===== src/rtl/alu_ctrl_stage.sv =====
`default_nettype none
// ============================================================================
// Module   : alu_ctrl_stage
// Purpose  : Multi-lane ALU control decode stage with a two-entry
//            (output + skid) buffer and a saturating illegal-lane counter.
// Revision : 1.0 - initial release
// ============================================================================
module alu_ctrl_stage #(
    parameter int LANES = 2,
    parameter int TAG_W = 6,
    parameter int CNT_W = 8
) (
    input  logic                     clk,
    input  logic                     reset,
    input  logic                     in_valid,
    output logic                     in_ready,
    input  logic [LANES-1:0]         in_lane_valid,
    input  logic [2*LANES-1:0]       alu_op,
    input  logic [3*LANES-1:0]       funct3,
    input  logic [7*LANES-1:0]       funct7,
    input  logic [TAG_W*LANES-1:0]   in_tag,
    output logic                     out_valid,
    input  logic                     out_ready,
    output logic [LANES-1:0]         out_lane_valid,
    output logic [TAG_W*LANES-1:0]   out_tag,
    output logic [4*LANES-1:0]       alu_control,
    output logic [2*LANES-1:0]       mem_size,
    output logic [LANES-1:0]         mem_unsigned,
    output logic [LANES-1:0]         illegal,
    input  logic                     clear_count,
    output logic [CNT_W-1:0]         illegal_count
);

    localparam logic [3:0] c_ALU_AND  = 4'b0000;
    localparam logic [3:0] c_ALU_OR   = 4'b0001;
    localparam logic [3:0] c_ALU_ADD  = 4'b0010;
    localparam logic [3:0] c_ALU_XOR  = 4'b0011;
    localparam logic [3:0] c_ALU_SLL  = 4'b0100;
    localparam logic [3:0] c_ALU_SRL  = 4'b0101;
    localparam logic [3:0] c_ALU_SUB  = 4'b0110;
    localparam logic [3:0] c_ALU_SRA  = 4'b0111;
    localparam logic [3:0] c_ALU_SLT  = 4'b1000;
    localparam logic [3:0] c_ALU_SLTU = 4'b1001;
    localparam logic [3:0] c_ALU_NONE = 4'b1111;

    localparam logic [6:0] c_F7_BASE = 7'b0000000;
    localparam logic [6:0] c_F7_ALT  = 7'b0100000;

    // Packed bundle: {lane_valid, tag, alu_control, mem_size, mem_unsigned, illegal}
    localparam int c_BW = LANES * (TAG_W + 9);
    localparam logic [c_BW-1:0] c_RESET_DATA = {{LANES{1'b0}}, {(TAG_W*LANES){1'b0}},
                                                {(4*LANES){1'b1}}, {(2*LANES){1'b0}},
                                                {LANES{1'b0}}, {LANES{1'b0}}};
    localparam logic [CNT_W-1:0] c_CNT_MAX = {CNT_W{1'b1}};

    logic [4*LANES-1:0] w_dec_ctrl;
    logic [2*LANES-1:0] w_dec_size;
    logic [LANES-1:0]   w_dec_uns;
    logic [LANES-1:0]   w_dec_ill;

    for (genvar i = 0; i < LANES; i++) begin : g_lane
        logic [1:0] w_op;
        logic [2:0] w_f3;
        logic [6:0] w_f7;
        logic       w_f7_bad;
        logic [3:0] w_ctrl;
        logic [1:0] w_size;
        logic       w_uns;
        logic       w_ill;

        assign w_op     = alu_op[2*i +: 2];
        assign w_f3     = funct3[3*i +: 3];
        assign w_f7     = funct7[7*i +: 7];
        // Only R-type encodings require funct7 to be zero; I-type keeps immediate bits there
        assign w_f7_bad = (w_op == 2'b10) && (w_f7 != c_F7_BASE);

        // Decode one lane's ALUOp/funct3/funct7 into control, memory size and legality
        always_comb begin
            w_ctrl = c_ALU_NONE;
            w_size = 2'b00;
            w_uns  = 1'b0;
            w_ill  = 1'b0;
            if (in_lane_valid[i]) begin
                case (w_op)
                    2'b00: begin
                        w_ctrl = c_ALU_ADD;
                        case (w_f3)
                            3'b000:  w_size = 2'b00;
                            3'b001:  w_size = 2'b01;
                            3'b010:  w_size = 2'b10;
                            3'b100:  begin w_size = 2'b00; w_uns = 1'b1; end
                            3'b101:  begin w_size = 2'b01; w_uns = 1'b1; end
                            default: w_ill = 1'b1;
                        endcase
                    end
                    2'b01:   w_ctrl = c_ALU_NONE;
                    default: begin
                        case (w_f3)
                            3'b000: begin
                                if ((w_op == 2'b10) && (w_f7 == c_F7_ALT)) begin
                                    w_ctrl = c_ALU_SUB;
                                end else begin
                                    w_ctrl = c_ALU_ADD;
                                    w_ill  = w_f7_bad;
                                end
                            end
                            3'b001: begin w_ctrl = c_ALU_SLL;  w_ill = (w_f7 != c_F7_BASE); end
                            3'b010: begin w_ctrl = c_ALU_SLT;  w_ill = w_f7_bad; end
                            3'b011: begin w_ctrl = c_ALU_SLTU; w_ill = w_f7_bad; end
                            3'b100: begin w_ctrl = c_ALU_XOR;  w_ill = w_f7_bad; end
                            3'b101: begin
                                if (w_f7 == c_F7_BASE)     w_ctrl = c_ALU_SRL;
                                else if (w_f7 == c_F7_ALT) w_ctrl = c_ALU_SRA;
                                else                       w_ill  = 1'b1;
                            end
                            3'b110:  begin w_ctrl = c_ALU_OR;  w_ill = w_f7_bad; end
                            default: begin w_ctrl = c_ALU_AND; w_ill = w_f7_bad; end
                        endcase
                    end
                endcase
                if (w_ill) begin
                    w_ctrl = c_ALU_NONE;
                    w_size = 2'b00;
                    w_uns  = 1'b0;
                end
            end
        end

        assign w_dec_ctrl[4*i +: 4] = w_ctrl;
        assign w_dec_size[2*i +: 2] = w_size;
        assign w_dec_uns[i]         = w_uns;
        assign w_dec_ill[i]         = w_ill;
    end

    logic             r_out_valid;
    logic             r_skid_valid;
    logic             r_in_ready;
    logic [c_BW-1:0]  r_out_data;
    logic [c_BW-1:0]  r_skid_data;
    logic [CNT_W-1:0] r_count;

    logic             w_accept;
    logic             w_out_free;
    logic             w_load_from_skid;
    logic             w_load_from_in;
    logic             w_load_skid;
    logic [c_BW-1:0]  w_new_data;
    logic [2:0]       w_ill_cnt;
    logic [CNT_W+2:0] w_cnt_sum;

    assign w_accept         = in_valid && r_in_ready;
    assign w_out_free       = !r_out_valid || out_ready;
    assign w_load_from_skid = r_skid_valid && out_ready;
    assign w_load_from_in   = w_accept && w_out_free;
    assign w_load_skid      = w_accept && !w_out_free;
    assign w_new_data       = {in_lane_valid, in_tag, w_dec_ctrl, w_dec_size, w_dec_uns, w_dec_ill};

    // Count the illegal lanes of the offered bundle (invalid lanes are never illegal)
    always_comb begin
        w_ill_cnt = 3'b000;
        for (int k = 0; k < LANES; k++) begin
            w_ill_cnt = w_ill_cnt + {2'b00, w_dec_ill[k]};
        end
    end

    assign w_cnt_sum = {3'b000, r_count} + {{CNT_W{1'b0}}, w_ill_cnt};

    // Output register plus skid register; in_ready is registered as "skid will be empty"
    always_ff @(posedge clk) begin
        if (reset) begin
            r_out_valid  <= 1'b0;
            r_skid_valid <= 1'b0;
            r_in_ready   <= 1'b0;
            r_out_data   <= c_RESET_DATA;
            r_skid_data  <= c_RESET_DATA;
        end else begin
            if (w_load_from_skid) begin
                r_out_data  <= r_skid_data;
                r_out_valid <= 1'b1;
            end else if (w_load_from_in) begin
                r_out_data  <= w_new_data;
                r_out_valid <= 1'b1;
            end else if (out_ready) begin
                r_out_valid <= 1'b0;
            end
            if (w_load_skid) begin
                r_skid_data <= w_new_data;
            end
            r_skid_valid <= w_load_skid || (r_skid_valid && !out_ready);
            r_in_ready   <= !(w_load_skid || (r_skid_valid && !out_ready));
        end
    end

    // Saturating illegal-lane counter; clear overrides same-cycle increments
    always_ff @(posedge clk) begin
        if (reset || clear_count) begin
            r_count <= '0;
        end else if (w_accept) begin
            if (w_cnt_sum > {3'b000, c_CNT_MAX}) r_count <= c_CNT_MAX;
            else                                 r_count <= w_cnt_sum[CNT_W-1:0];
        end
    end

    assign in_ready      = r_in_ready;
    assign out_valid     = r_out_valid;
    assign illegal_count = r_count;
    assign {out_lane_valid, out_tag, alu_control, mem_size, mem_unsigned, illegal} = r_out_data;

endmodule
`default_nettype wire


===== config.mk =====
export PLATFORM = sky130hd
export DESIGN_NAME = alu_ctrl_stage
export DESIGN_NICKNAME = d
export VERILOG_FILES = /design/src/rtl/alu_ctrl_stage.sv
export SDC_FILE = /design/constraint.sdc
export NUM_CORES = 1
export LEC_CHECK = 0
export BUFFER_PORTS_ARGS = -buffer_cell sky130_fd_sc_hd__buf_2
export CAP_MARGIN = 20
export CELL_PAD_IN_SITES_DETAIL_PLACEMENT = 1
export CELL_PAD_IN_SITES_GLOBAL_PLACEMENT = 2
export CORE_UTILIZATION = 27
export DETAILED_ROUTE_END_ITERATION = 12
export GPL_ROUTABILITY_DRIVEN = 1
export PLACE_DENSITY_LB_ADDON = 0.12
export RECOVER_POWER = 25
export SYNTH_ARGS = -nofsm -noshare
export SYNTH_HDL_FRONTEND = slang
export SYNTH_SLANG_ARGS = --single-unit

===== constraint.sdc =====
create_clock -name clk -period 1.9 [get_ports clk]
set_input_delay 0 -clock clk [delete_from_list [all_inputs] [get_ports clk]]
set_output_delay 0 -clock clk [all_outputs]
set_load 0.005 [all_outputs]

==> qor.csv <==
metric;value;unit
start_util;28.1;%
synth-edff-count;0;
crit_type;primary input to flip-flop;
synthAdderAreaFrac;0.949;%
netlist_area;0.00343;mm²
async_flop_share;0;%
antenna_left;0;
pre_cts_ws;-0.387;ns
synth_top_area_share;41.5;%
cts.path.max_buffers;2;
status;completed;
syn_inst;430;
placed_area;0.00425;mm²
root_buffer;clkbuf_16;
synth_simple_gate_area_share;27.0;%
die_w;115;µm
hold_class;primary input to flip-flop;
cts_tree;done;
ys.flop_type;dfxtp_1;
synth_xor_xnor_area_share;1.28;%
crit_path_end_kind;flip-flop;
final.period_utilization;93.4;%
layout_setup_ws;0.125;ns
first_pass_iters;4;
synth_common_cells;nand2_1, dfxtp_1, nor2_1;
maxCapViolations;0;
min_period;1.77;ns
met1_usage;22.4;%
ys_ff_latch;71;
drv_slew;0;
numCtsBuffers;9;
place_hpwl;7700;µm
ys_seq_area_share;41.5;%
worstPathArrival;2.05;ns
io_pins;83;
clock_latency;0.34;ns
yosys-mux-area-fraction;0;%
drt-vias-per-instance;4.77;
antenna_found_initial;0;
stdcell_area;0.00468;mm²
grt_pass1_vias;3684;
drt-initial-drc-count;140;
ir_worst_vdd;0.343;mV
clk_pin_slew_worst_paths;0.06;ns
syn_to_final_growth;36.7;%
grt_start_max_net_pins;70;
core_area;0.0122;mm²
drc_errors;0;
htreeDepth;3;
worst_pin_slew;0.496;ns
synth_top_family_by_area;simple AND/OR/NAND/NOR gates;
maxSlewHeadroom;66.9;%
holdWs;0.0180;ns
die-area;0.0131;mm²
yosysUniqueCellTypes;59;
final_hold_viol_count;0;
wl_per_cell;14.3;µm
wl;10300;µm
port_buffers;82;
start_kind;primary input;
required;2.17;ns
grt_overflow;0;
yosys-top-cells-area;dfxtp_1, nand2_1, a21oi_1;
nFillCells;1521;
vias;3432;
power_density;807;mW/mm²
synth_top_area_cell;dfxtp_1;
power_leakage;0.00185;µW
grt_first_pass_wirelength;18000;µm
grt_util_met2;29.1;%
drive_gt1_share;27.7;%
nets;592;
worstPathMaxFanout;6;
avgSynthCellArea;7.97;µm²
grt_util_all_layers;17.6;%
setup_viol;0;
syn_nets;475;
routabilityCongestion;0.826;
yosysMostFrequentCell;nand2_1;
clock.fmax;0.563;GHz
gr-max-usage-layer;met2;
cts_num_sinks;71;
use_met3;4.55;%
diodes;0;
dieHeight;115;µm
fp-row-count;40;
synth_compound_area_share;23.1;%
skew;0.00656;ns
yosysWarnings;0;
-- report_power, final --
part	switching, µW	internal [µW]
Clock	656	1020
Sequential	33.2	1550
Combinational	281	239
Total	971	2810
-- layout make-up --
cell class              count  area [µm²]  share of cell area, %
clock buffers              11         233                   4.97
clock inverters             5        58.8                   1.26
inverters                   8        30.0                  0.641
multi-input cells         320        1860                   39.8
flip-flops and latches     71        1420                   30.3
well taps                 168         210                   4.49
repair buffers            137         867                   18.5
-- metrics by stage --
| stage | TNS [ns] | utilization (%) | cells | power, µW |
|---|---|---|---|---|
| floorplan | -0.309 | - | 430 | 1880 |
| global placement | -1.62 | 34.8 | 690 | 2120 |
| detailed placement | -2.65 | 34.8 | 690 | 2130 |
| CTS | 0 | 38.3 | 719 | 3860 |
| global route | -0.0152 | 38.4 | 720 | 3990 |
| finish | 0 | 38.4 | 720 | 3780 |
-- repair_timing --
item	4_1_cts	5_1_grt
setup endpoints to repair	2	8
hold buffers	13	0
pin swaps	0	4
resized for setup	1	4
hold endpoints to repair	25	0
buffers inserted	0	1
-- layout by cell type, fill, tap and decap left out, types with 3 or more instances in the layout --
master,count
a21oi_1,45
nand2_1,80
nor3_1,14
buf_2,68
a31oi_1,6
nand4_1,3
nand3_1,6
inv_1,8
a211o_1,3
clkbuf_16,9
dlygate4sd3_1,13
o21ai_1,6
o311ai_0,3
nor2_1,47
nor4_4,3
a311oi_1,14
nand2b_1,5
buf_4,40
a211oi_1,3
nor4_1,8
xor2_1,3
dfxtp_1,71
o211ai_1,3
o21ai_0,14
and3_1,4
clkbuf_1,14
-- registers in the layout, summed over array words and instances (netlist names) --
signal / count
illegal_count: 8
in_ready: 1
out_valid: 1
r_out_data: 30
r_skid_data: 30
r_skid_valid: 1
-- cell families (layout without fill, tap and decap cells) --
family          Yosys count  after routing
compound gates          120            120
xor+xnor                  5              5
fa+ha+maj                 2              2
buf+inv                  39            161
flops                    71             71
simple gates            193            193
-- metal layers --
| metal | vias to the layer above | part of all wire [%] |
|---|---|---|
| met4 | 0 | 1.2 |
| met1 | 1611 | 48 |
| met2 | 54 | 47 |
| met5 | - | 0 |
| met3 | 10 | 3.4 |
| li1 | 1757 | - |
-- path summary, 6_finish.rpt --
| kind | startpoint | depth (start not counted) | slack (ns) | to |
|---|---|---|---|---|
| setup / recovery | funct3[2] | 13 | 0.13 | illegal_count[3] |
| hold / removal | clear_count | 3 | 0.02 | illegal_count[4] |
| setup reg to reg | illegal_count[0] | 8 | 0.15 | illegal_count[3] |
| hold reg to reg | r_skid_data[21] | 2 | 0.45 | r_skid_data[21] |
-- worst max-delay path, stage by stage --
cell and delay [ns]:
buf_2 0.14, nor2b_1 0.15, o21ai_1 0.09, a21oi_2 0.17, o31ai_2 0.08, buf_4 0.15
fa_2 0.39, inv_1 0.08, ha_2 0.20, nand2_2 0.08, nor3_4 0.20, nand3_4 0.13
a21oi_1 0.17
Power figures use the tool's default switching activity.
